<file path="config.mk">
export PLATFORM = sky130hd
export DESIGN_NAME = fir_coeff_sample_ctrl
export DESIGN_NICKNAME = d
export VERILOG_FILES = /design/src/rtl/fir_coeff_sample_ctrl.sv
export SDC_FILE = /design/constraint.sdc
export NUM_CORES = 1
export LEC_CHECK = 0
export ABC_AREA = 1
export CORE_ASPECT_RATIO = 1.25
export CORE_MARGIN = 2
export CORE_UTILIZATION = 25
export DETAILED_ROUTE_END_ITERATION = 12
export GPL_ROUTABILITY_DRIVEN = 0
export GPL_TIMING_DRIVEN = 0
export PLACE_DENSITY = 0.54
export SLEW_MARGIN = 20
export SYNTH_ARGS = -nofsm -noshare
export SYNTH_HDL_FRONTEND = slang
export SYNTH_SLANG_ARGS = --single-unit
</file>
<file path="constraint.sdc">
create_clock -name iClk_12M -period 2.7 [get_ports iClk_12M]
set_clock_uncertainty 0.2 [all_clocks]
set_input_delay 0.27 -clock iClk_12M [delete_from_list [all_inputs] [get_ports iClk_12M]]
set_output_delay 0.27 -clock iClk_12M [all_outputs]
set_load 0.01 [all_outputs]
</file>
<file path="src/rtl/fir_coeff_sample_ctrl.sv">
// Sample timebase, input-sample register and double-buffered coefficient bank
// for the 10-tap transposed FIR datapath. Coefficients swap only on a strobe.
module fir_coeff_sample_ctrl #(
    parameter int DIV     = 40,
    parameter int COEFF_W = 16
) (
    input  logic               iClk_12M,
    input  logic               iRsn,
    input  logic               iRun,
    input  logic [2:0]         iFirIn,
    input  logic               iCoeffWrEn,
    input  logic [3:0]         iCoeffAddr,
    input  logic [COEFF_W-1:0] iCoeffData,
    input  logic               iCoeffCommit,
    input  logic               iErrClr,
    output logic               oEnSample_300k,
    output logic               oEnAcc,
    output logic [2:0]         oFirIn,
    output logic [COEFF_W-1:0] oCoeff1,
    output logic [COEFF_W-1:0] oCoeff2,
    output logic [COEFF_W-1:0] oCoeff3,
    output logic [COEFF_W-1:0] oCoeff4,
    output logic [COEFF_W-1:0] oCoeff5,
    output logic [COEFF_W-1:0] oCoeff6,
    output logic [COEFF_W-1:0] oCoeff7,
    output logic [COEFF_W-1:0] oCoeff8,
    output logic [COEFF_W-1:0] oCoeff9,
    output logic [COEFF_W-1:0] oCoeff10,
    output logic               oCommitBusy,
    output logic               oWrErr
);
    localparam int NTAP = 10;
    localparam int CW   = $clog2(DIV);

    typedef enum logic [1:0] {IDLE, RUN, PEND} state_t;

    state_t                       state_q;
    logic [CW-1:0]                cnt_q, cnt_d;
    logic                         strb_q, strb_d;
    logic                         acc_q;
    logic                         pend_q, pend_d;
    logic                         err_q, err_d;
    logic [2:0]                   fir_q;
    logic [NTAP-1:0][COEFF_W-1:0] shadow_q;
    logic [NTAP-1:0][COEFF_W-1:0] act_q;
    logic                         swap, wr_hit, wr_err;

    always_comb begin
        cnt_d = '0;
        if (iRun)
            cnt_d = (cnt_q == CW'(DIV - 1)) ? '0 : cnt_q + CW'(1);
        // Strobe is registered so it lines up with the counter sitting at DIV-1.
        strb_d = (cnt_d == CW'(DIV - 1));
        swap   = strb_q && (state_q == PEND);
        wr_hit = iCoeffWrEn && !pend_q && (iCoeffAddr < 4'(NTAP));
        wr_err = iCoeffWrEn && (pend_q || (iCoeffAddr >= 4'(NTAP)));
        pend_d = pend_q;
        if (swap)
            pend_d = 1'b0;
        else if (iCoeffCommit)
            pend_d = 1'b1;
        err_d  = wr_err | (err_q & ~iErrClr);
    end

    always_ff @(posedge iClk_12M or negedge iRsn) begin
        if (!iRsn) begin
            state_q  <= IDLE;
            cnt_q    <= '0;
            strb_q   <= 1'b0;
            acc_q    <= 1'b0;
            pend_q   <= 1'b0;
            err_q    <= 1'b0;
            fir_q    <= '0;
            shadow_q <= '0;
            act_q    <= '0;
        end else begin
            cnt_q  <= cnt_d;
            strb_q <= strb_d;
            acc_q  <= strb_q;
            pend_q <= pend_d;
            err_q  <= err_d;
            if (strb_q)
                fir_q <= iFirIn;
            if (swap)
                act_q <= shadow_q;
            for (int i = 0; i < NTAP; i++)
                if (wr_hit && (iCoeffAddr == 4'(i)))
                    shadow_q[i] <= iCoeffData;
            case (state_q)
                IDLE:    if (iRun) state_q <= pend_d ? PEND : RUN;
                RUN:     if (!iRun) state_q <= IDLE;
                         else if (pend_d) state_q <= PEND;
                PEND:    if (!iRun) state_q <= IDLE;
                         else if (!pend_d) state_q <= RUN;
                default: state_q <= IDLE;
            endcase
        end
    end

    assign oEnSample_300k = strb_q;
    assign oEnAcc         = acc_q;
    assign oFirIn         = fir_q;
    assign oCommitBusy    = pend_q;
    assign oWrErr         = err_q;
    assign oCoeff1        = act_q[0];
    assign oCoeff2        = act_q[1];
    assign oCoeff3        = act_q[2];
    assign oCoeff4        = act_q[3];
    assign oCoeff5        = act_q[4];
    assign oCoeff6        = act_q[5];
    assign oCoeff7        = act_q[6];
    assign oCoeff8        = act_q[7];
    assign oCoeff9        = act_q[8];
    assign oCoeff10       = act_q[9];
endmodule

</file>
* Word level (Yosys, flattened, before mapping) *
Cells that the tools add are included.

storage, ports and cells
  flip-flop bits (word level) = 335
  input port bits = 29
  output and inout port bits = 167
  word-level logic and storage cells = 79

cells by class
  add/subtract/negate cells = 1
  $lt $le $gt $ge = 2
  eq/ne operators = 16
  multiplexer cells = 11
  bitwise operators = 3
  reductions and logical operators = 19

operators with widths
  kind                   number
  $eq A4 B3 Y1 const B   4
  $logic_and A1 B1 Y1    14
  $eq A6 B6 Y1 const B   2
  $mux W2                6
  $mux W6                2
  $eq A4 B2 Y1 const B   2
  $eq A4 B4 Y1 const B   2
  $add A6 B1 Y6 const B  1
  $ne A3 B3 Y1 const B   2
  $pmux W2 S3            1
  $eq A4 B1 Y1 const B   1
  $ge A4 B4 Y1 const B   1
  $logic_not A4 Y1       1
  $lt A4 B4 Y1 const B   1
  $reduce_and A3 Y1      1
  $eq A2 B1 Y1 const B   1
  $eq A2 B2 Y1 const B   1
  $logic_not A2 Y1       1
  $mux W1                2
  $ne A2 B2 Y1 const B   1
  $and A1 B1 Y1          1
  $logic_not A1 Y1       1
  $logic_or A1 B1 Y1     1
  $not A1 Y1             1
  $or A1 B1 Y1           1

* Logic depth before layout (Yosys ltp) *
  word-level depth = 6
  depth in mapped cells = 9
  depth with buffers taken out = 9

* Worst setup path after synthesis *
No wires, ideal clock.

  kind = register to register
  start = reg strb_q, in the netlist oEnSample_300k
  end = reg act_q, in the netlist oCoeff1[0]
  setup time = 125 ps
  arrival time = 1284 ps
  required time = 2375 ps
  setup slack = 1091 ps
  cell stages (with the launch flop) = 5
  buffers on the path = 2
  clock period less this slack = 1609 ps
  path through = dfrtp_1 nand3_2 buf_4 buf_2 mux2_2

between the ends
  cells in the longest elaborated chain, start to end = 1

ends and longest elaborated chain
  element                   RTL line  text
  start: declaration        39        logic strb_q, strb_d;
  start signal: assignment  78        strb_q <= strb_d;
  $logic_and A1 B1 Y1       54        swap = strb_q && (state_q == PEND);
  end signal: assignment    85        act_q <= shadow_q;
  end: declaration          45        logic [NTAP-1:0][COEFF_W-1:0] act_q;

No other way between the ends.
A chain may end at the register's enable or synchronous reset.

* Final worst setup path *
  start = reg strb_q, in the netlist oEnSample_300k
  end = out oEnSample_300k

RTL lines
  element           RTL line  text
  end: declaration  16        output logic oEnSample_300k,

No word-level cell between the ends.

==> results_dict.tcl <==
set metrics [dict create \
    setup_viol 0 \
    rsz0062_at_grt "false" \
    combPwrFrac_pct 3.1 \
    wire_per_inst_um 19.11 \
    syn_inst 971 \
    yosysUniqueCellTypes 23 \
    antenna_found_initial 1 \
    rows 92 \
    cts_buffers 36 \
    r2r_cells 4 \
    max-cap-violations 0 \
    postSynthAreaPerCell_um2 13.05 \
    p_sw_w 0.002312 \
    ir_drop_v 0.0003137 \
    ys_seq_area_share_pct 66.17 \
    clkTransAtPathRegs_ns 0.06 \
    start_util_pct 25.18 \
    first_pass_iters 5 \
    die_area_um2 52500 \
    wl_met3_um 1944 \
    fin_tns_setup_ns 0 \
    synth_common_cells "dfrtp_1 (335), nand2_1 (180), mux2_2 (154)" \
    arrival_ns 1.63 \
    synthArstFlopShare_pct 100.0 \
    leakagePower_nw 8.084 \
    synth_area_leaders "dfrtp_1 (66%), mux2_2 (14%), o21ai_1 (5.5%)" \
    maxSlewViolCount 0 \
    drive_above_1_share_pct 24.19 \
    initialDrtViolationCount 326 \
    yosys_warnings 0 \
    highest_layer "met5" \
    p_per_area_nw_per_um2 626.0 \
    grt_usage_pct 14.14 \
    criticalPathCategory "reg2out" \
    clock_sinks 335 \
    fillCellCount 5009 \
    regArea_um2 8383 \
    yosysTopAreaCell "dfrtp_1" \
    multi_input_area_um2 3717 \
    crit_path_cell_trace "clkdlybuf4s50_1" \
    cts_tree "yes" \
    synth_edf_count 0 \
    cp-end-kind "primary output" \
    ant_nets 0 \
    insertion_delay_ns 0.53 \
    syn_area_um2 12670 \
    largest_register_ff_count 160 \
    drc 0 \
    synth_nets 1001 \
    vias 8060 \
    maxSlewHeadroom_pct 31.64 \
    via_per_inst 4.265 \
    die_w_um 205.3 \
    synth_top_area_share_pct 66.17 \
    critPathSlowestCell "clkdlybuf4s50_1" \
    wl_met2_um 17670 \
    cts_resized 0 \
    crit_buf_inv 1 \
    period_minus_slack_ns 2.095 \
    synth_ff_type "dfrtp_1" \
    cp_max_fo 6 \
    layout.cells.non_filler 1890 \
    dpl.cell_count 1827 \
    slowest_delay_ns 0.60 \
    pwr-share-clk_pct 48.3 \
    portBuffers 195 \
    timing.final.ws_setup_ns 0.6046 \
    tightest_slew_ns 1.024 \
    required_ns 2.23 \
    post_cts_buffers 0 \
    io_pins 196 \
    regMostFlops "shadow_q" \
    reg2reg_slack_ns 0.64 \
    cp-start-kind "flop" \
    clock_path_buffers 3 \
    path_delay_family "buffers and inverters" \
    hold_viol_final 0 \
    design.core.area_um2 50300 \
    nets 1238 \
    yosysMostFrequentCell "dfrtp_1" \
    intPower_w 0.008167 \
    status "completed" \
    grt_max_degree 100 \
    r2r-start "oEnSample_300k$_DFF_PN0_" \
    hold_slack_ns 0.05594 \
    area_growth_pct 32.15 \
    wl_met1_um 15580 \
    htreeDepth 2 \
    grt_pass1_vias 8540 \
    num_antenna_cells 0 \
    min_path_type "in2async" \
    ys_ff_latch 335 \
    critical_path_depth 1 \
    switching_share_pct 22.06 \
    fin_crit_sh_pct 77.61 \
    seq_power_share_pct 48.6 \
    reg2reg_to "oCoeff3[11]$_DFFE_PN0P_" \
    fmax_mhz 477.2 \
    clock-root-buffer "clkbuf_16" \
    overflow 0 \
    dieHeight_um 255.7 \
    pre_cts_slack_ns 0.3889 \
    grt_pass1_wl_um 54960 \
    routed_wl_um 36120 \
    holdBufCountCts 1 \
    dpl.hpwl_um 23760 \
]
## worst reg2reg max path: stages, from the launching register on
cell and delay [ns]:
dfrtp_1 0.47, nand3_2 0.27, buf_4 0.30, buf_2 0.33, mux2_2 0.37
## layout make-up
type,count,area share [%]
flip-flops and latches,335,50.07
multi-input cells,551,22.20
repair buffers,199,12.24
clock buffers,52,6.345
well taps,658,4.918
plain buffers,47,2.541
inverters,38,0.8520
clock inverters,10,0.8221
## layout by cell type (no fill, tap or decap), types with 6 or more instances in the layout
cell type and n:
dfrtp_1 335, clkdlybuf4s50_1 194, nand2_1 180, mux2_2 154, o21ai_1 139, inv_1 38, clkbuf_16 37, buf_6 30
o21ai_2 22, nor2_1 18, buf_2 16, nand2_4 10, mux2_1 9, clkbuf_8 8, clkbuf_1 7, nand3_1 6
## power by group through the flow
stage	logic [W]	clock network [W]	registers (W)
after floorplan	0.0000847	0	0.00517
after global placement	0.000327	0	0.00519
after detailed placement	0.000348	0	0.00518
after CTS	0.000350	0.00523	0.00509
after global routing	0.000374	0.00547	0.00509
final	0.000330	0.00506	0.00509
## per-layer routing
layer | vias up | GRT usage (%)
met1 | 4094 | 18.52
met4 | 2 | 4.257
li1 | 3725 | -
met3 | 58 | 3.158
met2 | 181 | 23.26
met5 | - | 0
## cells by family (layout without fill, tap and decap cells)
family / count (synthesis) / in the layout / share of synthesized area, %
compound gates: 165 / 165 / 7.230
buf+inv: 85 / 346 / 4.484
mux: 163 / 163 / 14.49
flops: 335 / 335 / 66.17
simple gates: 222 / 222 / 7.526
fa+ha+maj: 1 / 1 / 0.09875
## per-stage QoR
stage,total power (W),cell area (um^2),util [%]
finish,0.01048,16740,33.28
global route,0.01093,16740,33.28
global placement,0.005514,15440,30.70
floorplan,0.005258,12670,-
CTS,0.01066,16740,33.28
detailed placement,0.005528,15530,30.88
## worst max path at each step
stage                              from                        to  slack, ns
4_1_cts        oEnSample_300k$_DFF_PN0_            oEnSample_300k       0.55
5_1_grt        oEnSample_300k$_DFF_PN0_   oCoeff1[13]$_DFFE_PN0P_       0.51
3_5_place_dp              iCoeffAddr[1]  shadow_q[54]$_DFFE_PN0P_       0.39
2_1_floorplan  oEnSample_300k$_DFF_PN0_    oCoeff1[0]$_DFFE_PN0P_       1.09
3_3_place_gp                       iRsn    oCoeff2[7]$_DFFE_PN0P_     -13.58
6_report       oEnSample_300k$_DFF_PN0_            oEnSample_300k       0.60
Note: power is estimated with default switching activity, not from simulation.
